**src/rtl/taxi_qsfp_mod_ctrl.sv**
```systemverilog
// Per-cage QSFP28 management sequencer: presence debounce, timed module reset/init,
// low-power control and MAC reset hold-off until the module is ready.
module taxi_qsfp_mod_ctrl #(
    parameter int CNT             = 2,
    parameter int DEBOUNCE_CYCLES = 125000,
    parameter int RESET_CYCLES    = 1250,
    parameter int INIT_CYCLES     = 250000
) (
    input  logic           clk,
    input  logic           rst,
    input  logic [CNT-1:0] qsfp_mod_prsnt_n,
    input  logic [CNT-1:0] qsfp_intr_n,
    output logic [CNT-1:0] qsfp_reset_n,
    output logic [CNT-1:0] qsfp_lp_mode,
    input  logic [CNT-1:0] cfg_lp_mode_req,
    input  logic [CNT-1:0] cfg_reset_req,
    output logic [CNT-1:0] mac_rst_req,
    output logic [CNT-1:0] status_present,
    output logic [CNT-1:0] status_ready,
    output logic [CNT-1:0] status_intr
);

    localparam int MAX_CYCLES = (RESET_CYCLES > INIT_CYCLES) ? RESET_CYCLES : INIT_CYCLES;
    localparam int TW         = $clog2(MAX_CYCLES + 1);
    localparam int DW         = $clog2(DEBOUNCE_CYCLES + 1);

    localparam logic [TW-1:0] RESET_LOAD = TW'(RESET_CYCLES - 1);
    localparam logic [TW-1:0] INIT_LOAD  = TW'(INIT_CYCLES - 1);
    localparam logic [DW-1:0] DB_LAST    = DW'(DEBOUNCE_CYCLES - 1);

    typedef enum logic [1:0] {
        ST_ABSENT = 2'd0,
        ST_RESET  = 2'd1,
        ST_INIT   = 2'd2,
        ST_READY  = 2'd3
    } state_t;

    genvar gi;
    generate
        for (gi = 0; gi < CNT; gi++) begin : g_cage
            logic          prsnt_s1_q, prsnt_s2_q;
            logic          intr_s1_q, intr_s2_q;
            logic          intr_q;
            logic          present_q;
            logic [DW-1:0] db_cnt_q;
            state_t        state_q, state_d;
            logic [TW-1:0] timer_q, timer_d;
            logic          reset_n_q, reset_n_d;
            logic          lp_mode_q, lp_mode_d;
            logic          mac_rst_q, mac_rst_d;
            logic          ready_q, ready_d;

            // Synchronizers idle at 1: module absent, no interrupt pending.
            always_ff @(posedge clk) begin
                if (rst) begin
                    prsnt_s1_q <= 1'b1;
                    prsnt_s2_q <= 1'b1;
                    intr_s1_q  <= 1'b1;
                    intr_s2_q  <= 1'b1;
                    intr_q     <= 1'b0;
                end else begin
                    prsnt_s1_q <= qsfp_mod_prsnt_n[gi];
                    prsnt_s2_q <= prsnt_s1_q;
                    intr_s1_q  <= qsfp_intr_n[gi];
                    intr_s2_q  <= intr_s1_q;
                    intr_q     <= ~intr_s2_q;
                end
            end

            // Presence flips only after a mismatch persists DEBOUNCE_CYCLES cycles in a row.
            always_ff @(posedge clk) begin
                if (rst) begin
                    present_q <= 1'b0;
                    db_cnt_q  <= '0;
                end else if (~prsnt_s2_q != present_q) begin
                    if (db_cnt_q == DB_LAST) begin
                        present_q <= ~present_q;
                        db_cnt_q  <= '0;
                    end else begin
                        db_cnt_q <= db_cnt_q + DW'(1);
                    end
                end else begin
                    db_cnt_q <= '0;
                end
            end

            always_ff @(posedge clk) begin
                if (rst) begin
                    state_q <= ST_ABSENT;
                    timer_q <= '0;
                end else begin
                    state_q <= state_d;
                    timer_q <= timer_d;
                end
            end

            always_comb begin
                state_d = state_q;
                timer_d = timer_q;
                if (!present_q) begin
                    state_d = ST_ABSENT;
                    timer_d = '0;
                end else begin
                    case (state_q)
                        ST_ABSENT: begin
                            state_d = ST_RESET;
                            timer_d = RESET_LOAD;
                        end
                        ST_RESET: begin
                            if (cfg_reset_req[gi]) begin
                                timer_d = RESET_LOAD;
                            end else if (timer_q == '0) begin
                                state_d = ST_INIT;
                                timer_d = INIT_LOAD;
                            end else begin
                                timer_d = timer_q - TW'(1);
                            end
                        end
                        ST_INIT: begin
                            if (cfg_reset_req[gi]) begin
                                state_d = ST_RESET;
                                timer_d = RESET_LOAD;
                            end else if (timer_q == '0) begin
                                state_d = ST_READY;
                            end else begin
                                timer_d = timer_q - TW'(1);
                            end
                        end
                        default: begin
                            if (cfg_reset_req[gi]) begin
                                state_d = ST_RESET;
                                timer_d = RESET_LOAD;
                            end
                        end
                    endcase
                end
            end

            // Outputs decode the next state so they move on the same edge as the state.
            always_comb begin
                reset_n_d = (state_d == ST_INIT) || (state_d == ST_READY);
                lp_mode_d = (state_d == ST_READY) ? cfg_lp_mode_req[gi] : 1'b1;
                mac_rst_d = (state_d != ST_READY);
                ready_d   = (state_d == ST_READY);
            end

            always_ff @(posedge clk) begin
                if (rst) begin
                    reset_n_q <= 1'b0;
                    lp_mode_q <= 1'b1;
                    mac_rst_q <= 1'b1;
                    ready_q   <= 1'b0;
                end else begin
                    reset_n_q <= reset_n_d;
                    lp_mode_q <= lp_mode_d;
                    mac_rst_q <= mac_rst_d;
                    ready_q   <= ready_d;
                end
            end

            assign qsfp_reset_n[gi]   = reset_n_q;
            assign qsfp_lp_mode[gi]   = lp_mode_q;
            assign mac_rst_req[gi]    = mac_rst_q;
            assign status_present[gi] = present_q;
            assign status_ready[gi]   = ready_q;
            assign status_intr[gi]    = intr_q;
        end
    endgenerate

endmodule

```
**config.mk**
```make
export PLATFORM = sky130hd
export DESIGN_NAME = taxi_qsfp_mod_ctrl
export DESIGN_NICKNAME = d
export VERILOG_FILES = /design/src/rtl/taxi_qsfp_mod_ctrl.sv
export SDC_FILE = /design/constraint.sdc
export NUM_CORES = 1
export LEC_CHECK = 0
export CORE_ASPECT_RATIO = 0.6
export CORE_UTILIZATION = 55
export CTS_CLUSTER_SIZE = 14
export DETAILED_ROUTE_END_ITERATION = 12
export DONT_BUFFER_PORTS = 1
export GPL_TIMING_DRIVEN = 0
export PLACE_DENSITY = 0.78
export SLEW_MARGIN = 20
export SYNTH_ARGS = -nofsm -noshare
export SYNTH_HDL_FRONTEND = slang
export SYNTH_SLANG_ARGS = --single-unit
```
**constraint.sdc**
```tcl
create_clock -name clk -period 6 [get_ports clk]
set_input_delay 1.5 -clock clk [delete_from_list [all_inputs] [get_ports clk]]
set_output_delay 1.5 -clock clk [all_outputs]
set_load 0.02 [all_outputs]
```
[Word level (Yosys, flattened, before mapping)]
Cells that the tools add are included.
Storage, ports and cells
  register bits after elaboration: 94
  input port bits: 10
  output and inout port bits: 12
  logic and storage cells: 100
Cells by class
  add/sub/neg operators: 4
  eq/ne operators: 16
  multiplexer cells: 26
  bitwise operators: 10
  reduce and logical (&&, ||, !) cells: 18
Operators with widths (count)
  $mux 18: 10
  $pmux 18 s3: 2
  $logic_not 18->1: 2
  $sub 18x1->18 const B: 2
  $add 17x1->17 const B: 2
  $eq 17x17->1 const B: 2
  $mux 2: 12
  $eq 2x2->1 const B: 6
  $pmux 2 s3: 2
  $not 1->1: 10
  $reduce_and 2->1: 4
  $reduce_bool 4->1: 2
  $reduce_or 2->1: 4
  $ne 3x3->1 const B: 2
  $reduce_or 3->1: 2
  $eq 2x1->1 const B: 2
  $logic_not 2->1: 2
  $ne 2x2->1 const B: 2
  $logic_or 1x1->1: 2
  $ne 1x1->1: 2

[Logic depth before layout (Yosys ltp)]
  depth in word-level cells: 8
  depth in mapped cells: 10
  gate-level depth less buffers: 7

[Worst setup path after synthesis]
OpenSTA, ideal clock, no wires.
  path kind: input to register
  start point: input cfg_reset_req[1]
  end point: register g_cage[1].timer_q[15]
  setup time: 119 ps
  arrival: 2763 ps
  required time: 5881 ps
  slack: 3118 ps
  cell stages on the path: 6
  buffers on the path: 2
  cells stage by stage: or4_1 > clkbuf_1 > o21ai_1 > buf_2 > a21oi_1 > o221a_2
Between the ends
  word-level cells in the longest chain between the ends: 2
  elaborated cells on any way between the ends: 6
  classes of those cells: eq/ne: 1; mux: 3; reduce/logical: 2
RTL lines
  start: declaration: line 16  | input logic [CNT-1:0] cfg_reset_req,
  $mux 18, or another cell as far along: line 120  | if (cfg_reset_req[gi]) begin
  $pmux 18 s3 / $reduce_and 2->1 (equally long branches)
  end signal: assignment: line 93  | timer_q <= timer_d;
  end: declaration: line 47  | logic [TW-1:0] timer_q, timer_d;
Parallel ways exist; a longest one is shown, timed or not.
A chain may end at the register's enable or synchronous reset.

[Worst setup path in the final report]
  start point: input cfg_reset_req[0]
  end point: register g_cage[0].timer_q[4]
Between the ends
  word-level cells in the longest chain between the ends: 2
  elaborated cells on any way between the ends: 6
  classes of those cells: eq/ne: 1; mux: 3; reduce/logical: 2
RTL lines (line)
  $mux 18, or another cell as far along: 120
  $pmux 18 s3 / $reduce_and 2->1 (equally long branches)
  end signal: assignment: 93
  end: declaration: 47
Parallel ways exist; a longest one is shown, timed or not.

==> flow_summary.ini <==
[floorplanning]
dieWidth_um = 123.5
die_area_um2 = 9249
coreArea_um2 = 8556
die_h_um = 74.90
rows = 26
start_util_pct = 56.93
ioPinCount = 22

[drt]
drtAntennaViolNets = 0
num_vias = 4427
first_pass_iters = 8
drt_iter0_markers = 650
wl_per_cell_um = 17.15
drcViolationCount = 0
drt-vias-per-instance = 6.271
wl_um = 12110

[timing]
worst_pin_slew_ns = 0.8369
period_needed_ns = 3.073
holdWs_ns = 0.3870
fmax_mhz = 325.4
finalCritPeriodShare_pct = 51.22
finalClockSkew_ns = 0.007540
fin_tns_setup_ns = 0
finalSetupViolations = 0
finalHoldViolations = 0
slew_viol_final = 0
slew_headroom_pct = 43.69
rsz0062_at_grt = no

[layout]
area_growth_pct = 10.51
fillers = 701
design_area_um2 = 5383
top_register = g_cage.timer_q
drive_gt1_share_pct = 11.11
stdcell_count = 706
nets = 612
largest_reg_flops = 36
antenna_cells = 0
top_regs = g_cage.timer_q: 36 flops, g_cage.db_cnt_q: 34 flops, g_cage.state_q: 4 flops

[synthesis]
synth_area_leaders = dfxtp_1 39%, nor2_1 5.3%, xnor2_1 4.0%
yosysTopAreaCellShare_pct = 38.63
netlist_instances = 578
ys_top_cells_by_count = 94 x dfxtp_1, 69 x nor2_1, 32 x o21ai_0
yosysTopAreaCell = dfxtp_1
synth.distinct_cells = 59
synth_warnings = 0
syn-num-nets = 601
synth_most_common_cell = dfxtp_1
syn_area_um2 = 4871
ys_seq_area_share_pct = 38.63
synth_edf_count = 0
synthArstFlopShare_pct = 0
synth_flop_cell = dfxtp_1
ys_ff_latch = 94
syn_area_per_cell_um2 = 8.427

[place]
finalWeightedCongestion = 0.9971
portBuffers = 0
dp_cells = 690
dpl.hpwl_um = 8643
placed_cell_area_um2 = 5011

[clock_network]
cts.htree.levels = 3
clk_pin_slew_worst_paths_ns = 0.06
cts_sinks = 94
cts_buffers = 9
hold_buffers = 0
cts_tree = done
clock_latency_ns = 0.34
cts_buffer_depth = 2
cts_resized = 0
post-cts-setup-buffers = 0
cts_root_buf = clkbuf_16

[power]
power_per_cell_area_nw_per_um2 = 249.7
power.leakage_nw = 2.042
vdd_ir_drop_max_v = 0.0001833
power_mw = 1.344

[global_route]
grt_pass1_vias = 3936
grt_antenna_before_repair = 0
gr-total-overflow = 0
grtUsageTotal_pct = 27.46
grt_start_max_net_pins = 16
grt_pass1_wl_um = 19280

[critical_path]
start_kind = primary input
cp.required_ns = 6.21
crit_fanout = 10
crit_path_end_kind = register
worstSetupPathType = in -> reg
cp.arrival_ns = 3.28

[min_path]
worst_hold_path_type = reg -> reg

[run_status]
status = completed

[run]
drv_cap = 0
-- worst max-delay path, stage by stage --
cell and delay, ns:
clkbuf_1 0.37, inv_1 0.18, nand3_1 0.17, clkbuf_1 0.40, o31ai_1 0.15, a21oi_1 0.42
a211oi_1 0.10
-- cell type report --
class	count	area, µm²	share of cell area [%]
Sequential cell	94	1882	34.96
Tap cell	112	140.1	2.603
Multi-Input combinational cell	424	2714	50.42
Buffer	37	188.9	3.510
Clock inverter	6	132.6	2.464
Inverter	23	86.33	1.604
Clock buffer	10	239.0	4.440
-- report_power, final --
| group | total, mW | switching (mW) | internal [mW] |
|---|---|---|---|
| clock | 0.700 | 0.240 | 0.460 |
| sequential | 0.628 | 0.00122 | 0.627 |
| combinational | 0.0154 | 0.00984 | 0.00557 |
-- through the flow --
step           util, %  setup slack [ns]
6_report         62.91             2.927
5_1_grt          62.91             2.805
4_1_cts          62.91             3.054
3_5_place_dp     58.57             2.725
3_3_place_gp     58.57             2.760
2_1_floorplan        -             3.118
-- path summary, 6_finish.rpt --
| path | from | endpoint | slack [ns] | cells after the start |
|---|---|---|---|---|
| max reg2reg | g_cage[0].state_q[0] | g_cage[0].timer_q[4] | 3.14 | 10 |
| min | g_cage[1].intr_s2_q | g_cage[1].intr_q | 0.39 | 1 |
| min reg2reg | g_cage[1].intr_s2_q | g_cage[1].intr_q | 0.39 | 1 |
| max | cfg_reset_req[0] | g_cage[0].timer_q[4] | 2.93 | 7 |
-- layer usage --
metal | track usage (%) | part of all wire, % | wire length, µm | vias to the layer above
li1 | - | - | - | 2103
met1 | 38.08 | 46 | 5528 | 2051
met2 | 40.29 | 42 | 5033 | 253
met3 | 8.561 | 11 | 1362 | 20
met4 | 9.906 | 1.5 | 182 | 0
met5 | 0 | 0 | 0 | -
-- cell usage in the layout (no fill, tap or decap), types with 15 or more instances in the layout --
| master | count |
|---|---|
| a21oi_1 | 17 |
| clkbuf_1 | 20 |
| dfxtp_1 | 94 |
| inv_1 | 23 |
| nand2_1 | 26 |
| nand3_1 | 27 |
| nor2_1 | 69 |
| nor3_1 | 21 |
| nor4_1 | 16 |
| o21ai_0 | 32 |
| or2_2 | 15 |
| or3_1 | 18 |
| xnor2_1 | 22 |
| xor2_1 | 21 |
-- logic make-up (layout without fill, tap and decap cells) --
logic type | Yosys count | after routing | synth area share, %
and+or+nand+nor | 252 | 252 | 27.92
AOI/OAI and AO/OA | 113 | 113 | 16.11
DFF | 94 | 94 | 38.63
buffers and inverters | 60 | 76 | 5.651
xor gates and xnor gates | 43 | 43 | 7.732
adders and majority gates | 13 | 13 | 3.339
muxes | 3 | 3 | 0.6165
(Power assumes the default switching activity.)
